### config.mk
export PLATFORM = sky130hd
export DESIGN_NAME = dr_reg
export DESIGN_NICKNAME = d
export VERILOG_FILES = /design/src/rtl/dr_reg.sv
export SDC_FILE = /design/constraint.sdc
export NUM_CORES = 1
export LEC_CHECK = 0
export BUFFER_PORTS_ARGS = -buffer_cell sky130_fd_sc_hd__clkbuf_2
export CORE_ASPECT_RATIO = 1.4
export CORE_MARGIN = 2
export CORE_UTILIZATION = 49
export CTS_BUF_LIST = sky130_fd_sc_hd__clkbuf_8 sky130_fd_sc_hd__clkbuf_16
export DETAILED_ROUTE_END_ITERATION = 10
export GPL_TIMING_DRIVEN = 0
export PLACE_DENSITY = 0.76
export SLEW_MARGIN = 20
export SYNTH_ARGS = -nofsm -noshare
export SYNTH_HDL_FRONTEND = slang
export SYNTH_SLANG_ARGS = --single-unit
### constraint.sdc
create_clock -name tck -period 1.25 [get_ports tck]
set_input_delay 0.0625 -clock tck [delete_from_list [all_inputs] [get_ports tck]]
set_output_delay 0.0625 -clock tck [all_outputs]
set_load 0.05 [all_outputs]
### src/rtl/dr_reg.sv
`default_nettype none
// ============================================================================
//  Module   : dr_reg
//  Purpose  : Parametrised JTAG data register with capture/shift master stage,
//             update slave stage, shift counter/overflow and update strobe.
//  Revision : 1.0  initial release
// ============================================================================
module dr_reg #(
    parameter int                WIDTH     = 8,
    parameter logic              LSB_FIRST = 1'b1,
    parameter logic [WIDTH-1:0]  UPD_RST   = '0,
    parameter int                CNT_W     = $clog2(WIDTH) + 1
) (
    input  logic             tck,
    input  logic             trst,
    input  logic             dr_shift,
    input  logic             dr_clock,
    input  logic             dr_upd,
    input  logic             mode,
    input  logic [WIDTH-1:0] datai,
    input  logic             seri,
    output logic [WIDTH-1:0] datao,
    output logic             sero,
    output logic             upd_stb,
    output logic [CNT_W-1:0] shift_cnt,
    output logic             shift_ovf
);

    localparam logic [CNT_W-1:0] c_cnt_max   = {CNT_W{1'b1}};
    localparam logic [CNT_W-1:0] c_cnt_width = CNT_W'(WIDTH);

    logic [WIDTH-1:0] r_master_q, w_master_d;
    logic [WIDTH-1:0] r_slave_q,  w_slave_d;
    logic [CNT_W-1:0] r_cnt_q,    w_cnt_d;
    logic             r_ovf_q,    w_ovf_d;
    logic             r_stb_q,    w_stb_d;
    logic [WIDTH-1:0] w_shifted;

    // Shift direction selects both the serial entry point and the tap feeding sero.
    generate
        if (LSB_FIRST) begin : g_lsb_first
            assign w_shifted = {seri, r_master_q[WIDTH-1:1]};
            assign sero      = r_master_q[0];
        end else begin : g_msb_first
            assign w_shifted = {r_master_q[WIDTH-2:0], seri};
            assign sero      = r_master_q[WIDTH-1];
        end
    endgenerate

    always_comb begin
        w_master_d = r_master_q;
        w_cnt_d    = r_cnt_q;
        w_ovf_d    = r_ovf_q;
        w_slave_d  = r_slave_q;
        w_stb_d    = dr_upd;
        if (dr_clock) begin
            if (!dr_shift) begin
                w_master_d = datai;
                w_cnt_d    = '0;
                w_ovf_d    = 1'b0;
            end else begin
                w_master_d = w_shifted;
                if (r_cnt_q != c_cnt_max) begin
                    w_cnt_d = r_cnt_q + 1'b1;
                end
                // Flag the shift that goes one past the register length.
                if (r_cnt_q == c_cnt_width) begin
                    w_ovf_d = 1'b1;
                end
            end
        end
        if (dr_upd) begin
            w_slave_d = r_master_q;
        end
    end

    always_ff @(posedge tck) begin
        if (trst) begin
            r_master_q <= '0;
            r_slave_q  <= UPD_RST;
            r_cnt_q    <= '0;
            r_ovf_q    <= 1'b0;
            r_stb_q    <= 1'b0;
        end else begin
            r_master_q <= w_master_d;
            r_slave_q  <= w_slave_d;
            r_cnt_q    <= w_cnt_d;
            r_ovf_q    <= w_ovf_d;
            r_stb_q    <= w_stb_d;
        end
    end

    assign datao     = mode ? r_slave_q : datai;
    assign upd_stb   = r_stb_q;
    assign shift_cnt = r_cnt_q;
    assign shift_ovf = r_ovf_q;

endmodule
`default_nettype wire
==> impl_metrics.csv, run 1 <==
group,metric,value,unit
setup_path,critPathLaunchType,"flip-flop",
flow_run,max-cap-violations,0,
setup_path,worst_ep_required_time,1420,ps
cts,cts_buffers,3,
global_route,grt_pass1_vias,866,
drt,num_vias,866,
place,quantity_of_i_o_buffers_inserted_on_ports,26,
power_and_ir_drop,power_per_cell_area,1200,nW/um2
timing,slew_viol_final,0,
setup_path,slowest_stage,"dfxtp_4",
global_route,grt_usage,19.2,%
cts,cts_root_buf,"clkbuf_8",
floorplan,placeable_core_region,1970,um2
finish,final_cell_mix,"clkbuf_2, dfxtp_1, nor2_1, mux2i_1, a211oi_1",
floorplan,io-pin-count,30,
setup_path,worstSetupPathType,"reg2reg",
power_and_ir_drop,p_leak,0.565,nW
timing,slew-limit-headroom,66.0,%
yosys,synth_seq_area_share,43.0,%
setup_path,timing.critical_path.to_type,"flip-flop",
floorplan,dieArea,2480,um2
yosys,syn_avg_cell_area,9.84,um2
setup_path,crit_chain,"ha_2 -> nand2_1 -> and4_1 -> nor4_2",
finish,syn2layout_area_growth,20.9,%
finish,multiInputGateArea,524,um2
drt,drc,0,
timing,setup-violations-final,0,
timing,finalCriticalPeriod,1160,ps
outcome,outcome,"finished clean",
drt,routed_via_density,5.59,
floorplan,floorplan.die.height,58.1,um
timing,number_of_hold_violations_in_the_final_report,0,
setup_path,slowest_delay,370,ps
timing,rsz0062_at_grt,"no",
drt,final_routed_wirelength_across_all_metal_layers,2.16,mm
place,hpwlAfterDp,1.63,mm
timing,worstMarginPinSlew,510,ps
cts,path_clk_slew,80,ps
drt,drt_iter0_markers,11,
yosys,synth_nets,121,
finish,layout.cells.most_common,"clkbuf_2",
cts,number_of_sinks_on_the_clock_net,22,
cts,cts_tree,"yes",
timing,maxClockFrequency,864,MHz
yosys,post_synthesis_register_bit_count,22,
global_route,largest_net_degree_at_the_start_of_global_routing,13,
finish,antenna_diodes,0,
timing,layout_worst_path_cycle_share,92.6,%
timing,tns,0,ps
global_route,antenna_found_initial,0,
timing,hold_slack,13.8,ps
finish,num-nets-final,152,
floorplan,core.rowCount,19,
cts,clock_tree.htree_level_count,1,
finish,seq_cell_area,450,um2
power_and_ir_drop,worst_ir_drop_vdd,0.666,mV
drt,dr.pass1.iters,4,
yosys,synth.distinct_cells,22,
hold_path,min_path_type,"in2reg",
finish,drive_gt1_share,37.3,%
finish,final.fill_count,180,
setup_path,critical_path_arrival,1320,ps
yosys,synth.cell_area,1020,um2
global_route,globalRouteOverflowTotal,0,
cts,cts_max_path_buffers,2,
yosys,netlist_instances,104,
cts,worst_skew_pair_latency,260,ps
global_route,grt_pass1_wl,3.69,mm
yosys,yosys-top-cells-area,"dfxtp_1, mux2i_1, mux2_2",
floorplan,start_util,51.9,%
yosys,synth_top_cell_area_share,43.0,%
timing,finClkSkew,3.14,ps
yosys,synthDominantAreaCellType,"dfxtp_1",
setup_path,cp_max_fo,5,
yosys,ys.warnings.count,0,
drt,avgRoutedWirePerCell,13.9,um
place,gp_congestion,0.839,
drt,postRouteAntennaNets,0,
floorplan,die_width,42.6,um
## final timing paths
check | start | slack (ps) | to | cells past startpoint
min | trst | 10 | shift_cnt[3] | 2
max reg2reg | shift_cnt[0] | 90 | shift_cnt[3] | 4
min reg2reg | r_slave_q[7] | 490 | r_slave_q[7] | 2
max | shift_cnt[0] | 90 | shift_cnt[3] | 4
## per-stage QoR
step | utilization (%) | instance area [um2] | worst slack [ps] | power [mW] | std cells
floorplan | - | 1030 | 22.6 | 0.983 | 104
global placement | 60.3 | 1190 | 74.1 | 1.05 | 151
detailed placement | 60.3 | 1190 | 38.9 | 1.06 | 151
CTS | 62.6 | 1230 | 22.8 | 1.49 | 155
global route | 62.7 | 1240 | 20.5 | 1.55 | 155
finish | 62.7 | 1240 | 92.8 | 1.48 | 155
## logic make-up after synthesis
| group | after synthesis | share of synthesized area, % |
|---|---|---|
| buf+inv | 12 | 5.99 |
| mux | 24 | 24.4 |
| simple gates | 27 | 13.2 |
| flops | 22 | 43.0 |
| fa+ha+maj | 2 | 2.44 |
| compound gates | 17 | 10.9 |
## what timing repair did
action                                 in CTS  in global routing
endpoints found under the hold margin       0                  0
hold buffers                                0                  0
gates resized for setup                     0                  2
setup endpoints to repair                   0                  2
buffers inserted                            0                  0
## state kept, by name (all words and copies together), names as in the netlist
name and count:
shift_cnt 4, r_master_q 8, shift_ovf 1, upd_stb 1
r_slave_q 8
## synth_stat cells (all sizes together)
master and instances:
and4 2, and3 1, nor3 1, mux2 8
clkbuf 2, nor2b 1, inv 4, buf 6
nand2 1, nand4 3, o21ai 3, ha 2
dfxtp 22, nor4 1, nor2 17, a211oi 9
a41oi 1, mux2i 16, a21oi 4
## layout make-up
type	instances	area share [%]
Buffer	8	3.74
Clock buffer	3	3.34
Clock inverter	1	0.303
Inverter	4	1.21
Multi-Input combinational cell	70	42.4
Sequential cell	22	36.4
Tap cell	21	2.12
Timing Repair Buffer	26	10.5
## worst max-delay path, delay by kind of cell, from the launching register on
family / cells / cell delay, ps
flops: 1 / 370
simple gates: 3 / 510
fa+ha+maj: 1 / 200
## power breakdown
group | leakage (nW) | total [mW] | internal [mW] | switching [mW]
sequential | 0.183 | 0.756 | 0.732 | 0.0241
clock | 0.0231 | 0.440 | 0.219 | 0.222
combinational | 0.359 | 0.285 | 0.0999 | 0.185
## routing by layer
| layer | routed length [um] | global-route usage [%] | part of all wire, % | vias to the layer above |
|---|---|---|---|---|
| met5 | 0 | 0 | 0 | - |
| met3 | 72 | 2.80 | 3.3 | 2 |
| met2 | 1190 | 36.1 | 55 | 18 |
| met1 | 877 | 21.3 | 41 | 412 |
| met4 | 17 | 6.70 | 0.79 | 0 |
| li1 | - | - | - | 434 |
No activity file was read; power rests on OpenSTA's default activity.
==> inputs of run 2 (changes only) <==
- MAX_ROUTING_LAYER: default -> met4
==> run 2 against run 1 <==
Against the previous run:
- sequential share of layout area is the same
- core utilization stayed put
- critical path depth stayed put
- worst hold slack about the same
- flip-flop and latch count did not move
- register-to-register slack is essentially flat
- global-route usage increased by 0.57 points
- worst setup slack barely moved
- non-clock buffer count unchanged
- clock skew about the same
==> impl_metrics.csv, run 2 (synthesized netlist as in run 1, its figures left out) <==
group,metric,value,unit
setup_path,cp_max_fo,5,
setup_path,cell_family_with_most_cp_delay,"simple AND/OR/NAND/NOR gates",
cts,cts_max_path_buffers,2,
drt,drc,0,
drt,dr.pass1.iters,4,
cts,cts_root_buf,"clkbuf_8",
floorplan,floorplan.die.height,58.1,um
hold_path,min_from,"trst",
drt,final_routed_wirelength_across_all_metal_layers,2.16,mm
setup_path,crit_chain,"ha_2 -> nand2_1 -> and4_1 -> nor4_2",
finish,drive_gt1_share,37.3,%
drt,drt_iter0_markers,9,
global_route,largest_net_degree_at_the_start_of_global_routing,13,
power_and_ir_drop,power_switching,0.431,mW
floorplan,placeable_core_region,1970,um2
global_route,globalRouteOverflowTotal,0,
power_and_ir_drop,power_per_cell_area,1200,nW/um2
timing,slew_viol_final,0,
power_and_ir_drop,p_leak,0.565,nW
cts,cts_buffers,3,
floorplan,core.rowCount,19,
outcome,outcome,"finished clean",
setup_path,critical_path_arrival,1320,ps
cts,cts_tree,"yes",
global_route,antenna_found_initial,0,
flow_run,max-cap-violations,0,
power_and_ir_drop,cell_internal_pwr,1.05,mW
timing,layout_worst_path_cycle_share,92.6,%
power_and_ir_drop,power.share.sequential,51.0,%
power_and_ir_drop,power_frac_clock,29.7,%
finish,syn2layout_area_growth,20.9,%
floorplan,dieArea,2480,um2
timing,number_of_hold_violations_in_the_final_report,0,
cts,worst_skew_pair_latency,260,ps
place,gp_congestion,0.852,
setup_path,worst_ep_required_time,1420,ps
drt,num_vias,866,
timing,finClkSkew,3.18,ps
timing,maxClockFrequency,864,MHz
place,post-place-cells,151,
setup_path,timing.critical_path.to_type,"flip-flop",
timing,worstMarginPinSlew,510,ps
finish,final_cell_mix,"clkbuf_2, dfxtp_1, nor2_1, mux2i_1, a211oi_1",
power_and_ir_drop,combinationalPowerShare,19.2,%
finish,layout.cells.most_common,"clkbuf_2",
finish,num-nets-final,152,
cts,clock_tree.htree_level_count,1,
place,hpwlAfterDp,1.63,mm
timing,finalCriticalPeriod,1160,ps
setup_path,slowest_delay,370,ps
finish,antenna_diodes,0,
hold_path,min_path_type,"in2reg",
global_route,grt_pass1_wl,3.69,mm
setup_path,critPathLaunchType,"flip-flop",
timing,rsz0062_at_grt,"no",
global_route,grt_usage,19.8,%
setup_path,crit_buf_inv,0,
setup_path,worstSetupPathType,"reg2reg",
floorplan,start_util,51.9,%
setup_path,worstReg2RegStart,"shift_cnt[0]",
power_and_ir_drop,worst_ir_drop_vdd,0.666,mV
global_route,grt_pass1_vias,866,
finish,fin_cells,155,
drt,postRouteAntennaNets,0,
drt,routed_via_density,5.59,
setup_path,critPathLaunch,"shift_cnt[0]",
floorplan,die_width,42.6,um
drt,avgRoutedWirePerCell,13.9,um
timing,slew-limit-headroom,66.0,%
cts,path_clk_slew,80,ps
power_and_ir_drop,swShare,29.1,%
timing,setup-violations-final,0,
floorplan,io-pin-count,30,
timing,tns,0,ps
setup_path,slowest_stage,"dfxtp_4",
cts,number_of_sinks_on_the_clock_net,22,
place,quantity_of_i_o_buffers_inserted_on_ports,26,
run 2: cell counts in the layout (fill, tap and decap cells not counted):
Identical to the previous run, type by type.
run 2: worst register-to-register path, cell delays in order, from the launching register on:
cell and delay, ps:
dfxtp_4 370, ha_2 200, nand2_1 70, and4_1 210
nor4_2 230
run 2: repair_timing:
action,CTS,global route
resized for setup,0,2
buffers inserted,0,0
setup endpoints to repair,0,2
hold buffers,0,0
run 2: per-stage QoR:
stage / worst slack [ps] / power (mW) / hold slack [ps] / cell area [um2] / utilization [%]
6_report: 92.7 / 1.48 / 13.8 / 1240 / 62.7
5_1_grt: 20.5 / 1.55 / 3.03 / 1240 / 62.7
4_1_cts: 22.8 / 1.49 / 15.9 / 1230 / 62.6
3_5_place_dp: 38.9 / 1.06 / 287 / 1190 / 60.3
3_3_place_gp: 74.1 / 1.05 / 276 / 1190 / 60.3
2_1_floorplan: 22.6 / 0.983 / 126 / 1030 / -
run 2: per-layer routing:
metal	vias to the layer above	track usage [%]	wire length, um
li1	434	-	-
met5	-	-	0
met4	0	6.70	19
met2	18	36.1	1190
met1	412	21.3	877
met3	2	2.80	77
run 2: cell type report:
class	instances	area [um2]
Fill cell	180	736
Multi-Input combinational cell	70	524
Sequential cell	22	450
Timing Repair Buffer	26	130
Buffer	8	46.3
Clock buffer	3	41.3
Tap cell	21	26.3
Inverter	4	15.0
Clock inverter	1	3.75
run 2: power groups by stage:
stage | sequential (mW) | combinational (mW) | clock, mW
after floorplan | 0.788 | 0.195 | 0
final | 0.756 | 0.285 | 0.440
after CTS | 0.756 | 0.287 | 0.445
after global placement | 0.770 | 0.280 | 0
after detailed placement | 0.773 | 0.287 | 0
after global routing | 0.760 | 0.309 | 0.483
run 2: path summary, 6_finish.rpt:
kind | to | slack (ps) | cells after the start
max | shift_cnt[3] | 90 | 4
min | shift_cnt[3] | 10 | 2
max reg2reg | shift_cnt[3] | 90 | 4
min reg2reg | r_slave_q[7] | 490 | 2
==> inputs of run 3 (changes only) <==
- CORE_MARGIN: 2 -> 3
==> run 3 against run 2 <==
Against the previous run:
- critical path depth unchanged
- via count down 3.3%
- die area up 8.3%
- highest routed layer unchanged
==> impl_metrics.csv, run 3 (synthesized netlist as in run 1, its figures left out) <==
group,metric,value,unit
drt,avgRoutedWirePerCell,14.0,um
setup_path,worstReg2RegStart,"shift_cnt[0]",
timing,layout_worst_path_cycle_share,93.4,%
finish,antenna_diodes,0,
place,gp_congestion,0.830,
global_route,grt_pass1_vias,838,
flow_run,max-cap-violations,0,
cts,postCtsSetupRepairBufs,0,
setup_path,setup.reg_to_reg.worst_slack,80,ps
power_and_ir_drop,power_frac_clock,32.3,%
finish,num-nets-final,152,
global_route,globalRouteOverflowTotal,0,
drt,drt_iter0_markers,23,
setup_path,timing.critical_path.to_type,"flip-flop",
setup_path,crit_chain,"ha_1 -> nand2_1 -> and4_1 -> nor4_2",
cts,number_of_instances_resized_during_post_cts_repair,0,
timing,setup_slack,82.5,ps
setup_path,worstSetupPathType,"reg2reg",
drt,drc,0,
cts,number_of_sinks_on_the_clock_net,22,
cts,cts_root_buf,"clkbuf_8",
global_route,grt_util_met3,2.71,%
timing,rsz0062_at_grt,"no",
timing,slew-limit-headroom,66.7,%
setup_path,cell_family_with_most_cp_delay,"simple AND/OR/NAND/NOR gates",
floorplan,die_width,44.6,um
setup_path,crit_buf_inv,0,
outcome,outcome,"finished clean",
setup_path,critPathLaunch,"shift_cnt[0]",
setup_path,cp_max_fo,5,
global_route,antenna_found_initial,0,
power_and_ir_drop,totalPowerFinal,1.54,mW
finish,layout.cells.most_common,"clkbuf_2",
setup_path,slowest_stage,"dfxtp_4",
finish,drive_gt1_share,37.3,%
cts,cts_buffers,3,
cts,clock_tree.htree_level_count,1,
cts,worst_skew_pair_latency,250,ps
timing,hold_slack,8.97,ps
drt,postRouteAntennaNets,0,
hold_path,min_from,"trst",
cts,path_clk_slew,80,ps
power_and_ir_drop,worst_ir_drop_vdd,0.841,mV
power_and_ir_drop,cell_internal_pwr,1.11,mW
place,quantity_of_i_o_buffers_inserted_on_ports,26,
timing,worstMarginPinSlew,499,ps
setup_path,slowest_delay,370,ps
timing,setup-violations-final,0,
floorplan,io-pin-count,30,
timing,finClkSkew,0.593,ps
cts,cts_max_path_buffers,2,
setup_path,critical_path_arrival,1340,ps
place,post-place-ws,68.1,ps
timing,slew_viol_final,0,
floorplan,core.rowCount,18,
global_route,grt_pass1_wl,3.62,mm
power_and_ir_drop,power_switching,0.425,mW
place,hpwlAfterDp,1.59,mm
power_and_ir_drop,power.share.sequential,49.1,%
drt,num_vias,837,
floorplan,start_util,54.8,%
floorplan,dieArea,2680,um2
timing,number_of_hold_violations_in_the_final_report,0,
timing,maxClockFrequency,857,MHz
global_route,gr-usage-met1,19.7,%
global_route,grt_util_met2,33.1,%
power_and_ir_drop,power_per_cell_area,1240,nW/um2
global_route,grt_usage,18.8,%
finish,final_cell_mix,"clkbuf_2, dfxtp_1, nor2_1, mux2i_1, a211oi_1",
setup_path,worst_ep_required_time,1420,ps
drt,final_routed_wirelength_across_all_metal_layers,2.16,mm
timing,tns,0,ps
power_and_ir_drop,swShare,27.7,%
power_and_ir_drop,p_leak,0.573,nW
drt,dr.pass1.iters,4,
global_route,grt.busiest_layer,"met2",
global_route,largest_net_degree_at_the_start_of_global_routing,13,
cts,cts_tree,"yes",
timing,finalCriticalPeriod,1170,ps
floorplan,floorplan.die.height,60.1,um
drt,routed_via_density,5.44,
power_and_ir_drop,combinationalPowerShare,18.6,%
finish,syn2layout_area_growth,21.5,%
cts,cts_hold_buf,0,
floorplan,placeable_core_region,1870,um2
hold_path,min_path_type,"in2reg",
setup_path,critPathLaunchType,"flip-flop",
run 3: changes by cell type in the layout (fill, tap and decap cells not counted), sizes merged:
cell,delta
clkbuf,+1
clkinv,-1
run 3: path summary, 6_finish.rpt:
kind                                     end  cells past startpoint
worst max register to register  shift_cnt[3]                      4
worst min-delay path            shift_cnt[3]                      2
worst max-delay path            shift_cnt[3]                      4
worst min register to register  r_slave_q[4]                      2
run 3: routing by layer:
| metal | share of wire (%) | up-vias | routed length, um |
|---|---|---|---|
| met2 | 53 | 18 | 1140 |
| met3 | 3.8 | 2 | 81 |
| met5 | 0 | - | 0 |
| li1 | - | 429 | - |
| met1 | 43 | 388 | 924 |
| met4 | 0.60 | 0 | 13 |
run 3: cell type report:
class | count | area [um2]
multi-input combinational | 70 | 522
tap | 20 | 25.0
timing repair buffer | 26 | 130
clock buffer | 4 | 55.1
inverter | 4 | 15.0
sequential | 22 | 450
fill | 155 | 626
buffer | 8 | 46.3
run 3: worst register-to-register path: cells and delay by family (launching register included):
family,cells,cell delay (ps)
adder cells (fa/ha/maj),1,210
flip-flops,1,370
AND/OR/NAND/NOR,3,510
run 3: stage by stage:
step,util [%],instances,area [um2]
CTS,66.5,154,1240
global route,66.5,154,1240
detailed placement,63.6,150,1190
global placement,63.6,150,1190
floorplan,-,104,1030
finish,66.5,154,1240
run 3: power by group through the flow:
stage | Clock [mW] | Combinational [mW] | Sequential (mW)
2_1_floorplan | 0 | 0.195 | 0.788
3_3_place_gp | 0 | 0.281 | 0.770
3_5_place_dp | 0 | 0.287 | 0.771
4_1_cts | 0.508 | 0.288 | 0.754
5_1_grt | 0.536 | 0.307 | 0.758
6_report | 0.496 | 0.286 | 0.755
